--- src/rtl/uart_pkg.sv ---
// Shared UART definitions: state encoding and line idle level.
// UART_TX_PARITY_EN (optional macro) enables the parity state in uart_tx_serializer.
package uart_pkg;

    // 3-bit state encoding shared by the UART blocks
    localparam logic [2:0] ST_IDLE   = 3'd0;
    localparam logic [2:0] ST_ARMED  = 3'd1;
    localparam logic [2:0] ST_START  = 3'd2;
    localparam logic [2:0] ST_DATA   = 3'd3;
    localparam logic [2:0] ST_PARITY = 3'd4;
    localparam logic [2:0] ST_STOP   = 3'd5;

    // Marking level of the line; the receiver uses the same constant
    localparam logic UART_IDLE_LVL = 1'b1;

    typedef enum logic [2:0] {
        S_IDLE   = ST_IDLE,
        S_ARMED  = ST_ARMED,
        S_START  = ST_START,
        S_DATA   = ST_DATA,
        S_PARITY = ST_PARITY,
        S_STOP   = ST_STOP
    } tx_state_e;

endpackage

--- src/rtl/uart_tx_serializer.sv ---
// UART transmit serializer: turns accepted bytes into start/data/[parity]/stop
// frames, one bit per baud_tick. The tick generator lives beside this block.
// Optional macro UART_TX_PARITY_EN inserts an even-parity bit after the data.
module uart_tx_serializer
    import uart_pkg::*;
#(
    parameter int DATA_BITS = 8,
    parameter int STOP_BITS = 1
) (
    input  logic                 clk,
    input  logic                 s_reset_n,
    input  logic                 baud_tick,
    input  logic [DATA_BITS-1:0] tx_data,
    input  logic                 tx_valid,
    output logic                 tx_ready,
    output logic                 tx,
    output logic                 tx_busy,
    output logic                 tx_done
);

    localparam int CNT_W = $clog2(DATA_BITS + 1);
    localparam logic [CNT_W-1:0] LAST_BIT  = CNT_W'(DATA_BITS - 1);
    localparam logic [CNT_W-1:0] LAST_STOP = CNT_W'(STOP_BITS - 1);

    tx_state_e              state_q, state_d;
    logic [DATA_BITS-1:0]   shreg_q, shreg_d;
    logic [CNT_W-1:0]       cnt_q,   cnt_d;
    logic                   tx_q,    tx_d;
    logic                   ready_q, ready_d;
    logic                   busy_q,  busy_d;
    logic                   done_q,  done_d;
`ifdef UART_TX_PARITY_EN
    logic                   par_q,   par_d;
`endif

    // State and output registers; every output comes straight from a flop
    always_ff @(posedge clk) begin
        if (!s_reset_n) begin
            state_q <= S_IDLE;
            shreg_q <= '0;
            cnt_q   <= '0;
            tx_q    <= UART_IDLE_LVL;
            ready_q <= 1'b1;
            busy_q  <= 1'b0;
            done_q  <= 1'b0;
`ifdef UART_TX_PARITY_EN
            par_q   <= 1'b0;
`endif
        end else begin
            state_q <= state_d;
            shreg_q <= shreg_d;
            cnt_q   <= cnt_d;
            tx_q    <= tx_d;
            ready_q <= ready_d;
            busy_q  <= busy_d;
            done_q  <= done_d;
`ifdef UART_TX_PARITY_EN
            par_q   <= par_d;
`endif
        end
    end

    // Next-state and next-output logic; only baud_tick advances the frame
    always_comb begin
        state_d = state_q;
        shreg_d = shreg_q;
        cnt_d   = cnt_q;
        tx_d    = tx_q;
        ready_d = ready_q;
        busy_d  = busy_q;
        done_d  = 1'b0;
`ifdef UART_TX_PARITY_EN
        par_d   = par_q;
`endif
        case (state_q)
            S_IDLE: begin
                // ticks are ignored here, so a tick in the acceptance
                // cycle never starts the frame early
                tx_d = UART_IDLE_LVL;
                if (tx_valid && ready_q) begin
                    shreg_d = tx_data;
`ifdef UART_TX_PARITY_EN
                    // parity captured now because the shifter is consumed
                    par_d   = ^tx_data;
`endif
                    cnt_d   = '0;
                    ready_d = 1'b0;
                    busy_d  = 1'b1;
                    state_d = S_ARMED;
                end
            end
            S_ARMED: begin
                // align the start bit to the tick grid
                if (baud_tick) begin
                    tx_d    = 1'b0;
                    state_d = S_START;
                end
            end
            S_START: begin
                if (baud_tick) begin
                    tx_d    = shreg_q[0];
                    shreg_d = shreg_q >> 1;
                    cnt_d   = '0;
                    state_d = S_DATA;
                end
            end
            S_DATA: begin
                // cnt_q is the index of the bit currently on the line
                if (baud_tick) begin
                    if (cnt_q == LAST_BIT) begin
                        cnt_d   = '0;
`ifdef UART_TX_PARITY_EN
                        tx_d    = par_q;
                        state_d = S_PARITY;
`else
                        tx_d    = UART_IDLE_LVL;
                        state_d = S_STOP;
`endif
                    end else begin
                        tx_d    = shreg_q[0];
                        shreg_d = shreg_q >> 1;
                        cnt_d   = cnt_q + CNT_W'(1);
                    end
                end
            end
`ifdef UART_TX_PARITY_EN
            S_PARITY: begin
                if (baud_tick) begin
                    tx_d    = UART_IDLE_LVL;
                    cnt_d   = '0;
                    state_d = S_STOP;
                end
            end
`endif
            S_STOP: begin
                // the final stop tick frees the block in the same cycle as
                // tx_done, so a waiting byte goes out on the very next tick
                if (baud_tick) begin
                    if (cnt_q == LAST_STOP) begin
                        cnt_d   = '0;
                        done_d  = 1'b1;
                        ready_d = 1'b1;
                        busy_d  = 1'b0;
                        state_d = S_IDLE;
                    end else begin
                        cnt_d   = cnt_q + CNT_W'(1);
                    end
                end
            end
            default: begin
                tx_d    = UART_IDLE_LVL;
                ready_d = 1'b1;
                busy_d  = 1'b0;
                cnt_d   = '0;
                state_d = S_IDLE;
            end
        endcase
    end

    assign tx       = tx_q;
    assign tx_ready = ready_q;
    assign tx_busy  = busy_q;
    assign tx_done  = done_q;

endmodule

--- config.mk ---
export PLATFORM = sky130hd
export DESIGN_NAME = uart_tx_serializer
export DESIGN_NICKNAME = d
export VERILOG_FILES = /design/src/rtl/uart_pkg.sv /design/src/rtl/uart_tx_serializer.sv
export SDC_FILE = /design/constraint.sdc
export NUM_CORES = 1
export LEC_CHECK = 0
export ABC_AREA = 1
export ABC_CLOCK_PERIOD_IN_PS = 1400
export CELL_PAD_IN_SITES_DETAIL_PLACEMENT = 1
export CELL_PAD_IN_SITES_GLOBAL_PLACEMENT = 1
export CORE_ASPECT_RATIO = 0.7
export CORE_MARGIN = 5
export CORE_UTILIZATION = 38
export DETAILED_ROUTE_END_ITERATION = 8
export PLACE_DENSITY = 0.82
export SYNTH_ARGS = -nofsm -noshare
export SYNTH_HDL_FRONTEND = slang
export SYNTH_SLANG_ARGS = --single-unit
--- constraint.sdc ---
create_clock -name clk -period 1.4 [get_ports clk]
set_input_delay 0.14 -clock clk [delete_from_list [all_inputs] [get_ports clk]]
set_output_delay 0.14 -clock clk [all_outputs]
set_load 0.1 [all_outputs]
==> run metrics <==
status=finished, violations left; failing checks=setup timing; most frequent cells in the layout=nand2_1, buf_4, nor2_1; wire per inst=22.37 um; Overall Power=6.178 mW; critical path's slowest cell=dfxtp_4; die height=57.41 um; register area=404.1 um^2; Std-Cell Rows=17; Critical Path AT=1.62 ns; Multi-input gate area=920.9 um^2; Die ar.=4462 um^2; Peak VDD IR=1.779 mV; Final Slew Violations=0; GRT Overall Usage=0.2084; die width=77.72 um; Final Setup Violations=15; critical path class=flip-flop to flip-flop; Post-Route WL=6307 um; final setup margin=-0.04890 ns; hold-fix buffer count after cts=0; Avg Inst Size Synth=6.354 um^2; Longest Clk Path Bufs=2; share of cells above drive strength 1=0.4426; synthesis-to-finish area growth=65.44%; Post-DP Area=1624 um^2; max_slew headroom=0.7263; Synth top area share=0.3118; worst-path cell chain=ha_4, nand2_2, nor2_4, nand2_2, nand2_4, inv_4, nand2_4, inv_8, nor2_2, nor2_1; Worst EP required=1.57 ns; Final Cell Area=2018 um^2; initial antenna violation count=0; initial core utilization=0.3902; pin slew with the least headroom to its limit=0.4068 ns; sequential fraction of the synthesis area=0.3118; area of the core=3127 um^2; vias per inst=5.787; H-tree Lvls=1; synth top area cells=dfxtp_1, nand2_1, nor2_1; Worst Hold Class=primary input to flip-flop; Mapped Area=1220 um^2; crit start category=flip-flop; clock buffers created by TritonCTS=3; Final Hold Vio Count=0; Mapped Cells=192; CTS tree=done; RSZ-0062 raised after global routing=yes; area leader, netlist=dfxtp_1; largest net degree at the start of global routing=12; crit path max fanout=8; # DRC=0; Max Freq=690.2 MHz; Tmin final=1.449 ns; initial DRC count=164; maxcap violations=0; Setup Skew=0.001431 ns; final net count=259; final hold slack=0.4706 ns; Post-DRT Antenna Nets=0; Pleak=0.9603 nW; global route overflow=0; Port Buffers=15; clk slew on worst S/H paths=0.08 ns; CTS Sinks=19; Power Dens Cells=3061 nW/um^2; post-DP HPWL=3207 um; first-pass GRT wire length=7507 um; Ant. Diodes=0; Ports=16; Final Wtd Congestion=0.8751; Pre-antenna DRT Iters=4; CTS root buffer=clkbuf_8; fillers=386; Worst path max stage delay=0.40 ns; via count=1,632; Worst-Skew Late Latency=0.26 ns; Final Cycle Share=1.035; Netlist cell types=24; Synth warnings=0; final core occ=0.6455; Seq cells post-synth=19; syn_nets=206; Critical Path End Type=flip-flop; most common cell after layout, fill and taps aside=nand2_1; vias in the first global route=1,569
==> layer usage <==
metal / GRT usage / share of wire / up-vias
li1: - / - / 708
met1: 0.2697 / 0.39 / 791
met2: 0.3532 / 0.49 / 105
met3: 0.04732 / 0.086 / 28
met4: 0.04657 / 0.031 / 0
met5: 0 / 0 / -
==> registers in the layout, summed over array words and instances, names as in the netlist <==
name	flops
cnt_q	4
shreg_q	8
state_q	3
tx	1
tx_busy	1
tx_done	1
tx_ready	1
==> where the power goes <==
| part | internal (mW) | total, mW | leakage [nW] | switching (mW) |
|---|---|---|---|---|
| Clock | 0.199 | 0.413 | 0.0255 | 0.214 |
| Sequential | 0.841 | 1.16 | 0.161 | 0.317 |
| Combinational | 1.85 | 4.61 | 0.774 | 2.76 |
==> per-stage QoR <==
step | setup WS, ns | std cells | TNS [ns]
6_report | -0.04890 | 282 | -0.4680
5_1_grt | -0.1200 | 282 | -1.414
4_1_cts | -0.001329 | 271 | -0.001329
3_5_place_dp | -0.2466 | 264 | -3.608
3_3_place_gp | -0.1682 | 264 | -2.164
2_1_floorplan | 0.1031 | 192 | 0
==> final cells by class <==
cell class,instances,share of cell area
multi-input cells,150,0.4563
well taps,38,0.02356
clock buffers,3,0.02046
repair buffers,52,0.2529
flip-flops and latches,19,0.2002
clock inverters,1,0.002480
inverters,19,0.04402
==> Yosys cell counts <==
cell type  count
a21oi_1        3
a21oi_4        1
buf_4          2
clkbuf_1       2
dfxtp_1       19
ha_1           2
inv_1         15
inv_2          3
inv_4          1
nand2_1       58
nand2_2        3
nand2_4        1
nand3_1       16
nand3_2        2
nand3b_1       7
nand4_1        3
nor2_1        36
nor2_2         8
nor2_4         2
nor2_8         1
nor4_1         1
o21ai_0        4
o21ai_1        1
xor2_1         1
==> critical path, delay by kind of cell, from the launching register on <==
| family | cells | cell delay, ns |
|---|---|---|
| DFF | 1 | 0.40 |
| buffers and inverters | 2 | 0.13 |
| and+or+nand+nor | 7 | 0.64 |
| adders and majority gates | 1 | 0.17 |
==> cells by family (layout without fill, tap and decap cells) <==
group	count (synthesis)	in the layout	share of synthesized area
AO/OA/AOI/OAI	9	9	0.04615
buffers and inverters	23	75	0.07897
adder cells (fa/ha/maj)	2	2	0.02051
XOR/XNOR	1	1	0.007181
flip-flops	19	19	0.3118
AND/OR/NAND/NOR	138	138	0.5354
==> worst paths after layout <==
kind	slack, ns	end	start	cells past startpoint
worst min-delay path	0.47	tx_done	baud_tick	4
worst max register to register	-0.05	shreg_q[0]	cnt_q[0]	10
worst min register to register	0.51	shreg_q[5]	shreg_q[5]	2
worst max-delay path	-0.05	shreg_q[0]	cnt_q[0]	10
==> timing repair <==
action	4_1_cts	5_1_grt
endpoints found under the setup margin	19	18
gates resized for setup	17	57
hold endpoints to repair	0	0
cloned	0	0
setup buffers	3	11
pin swaps	3	29
Note: power is estimated with default switching activity, not from simulation.
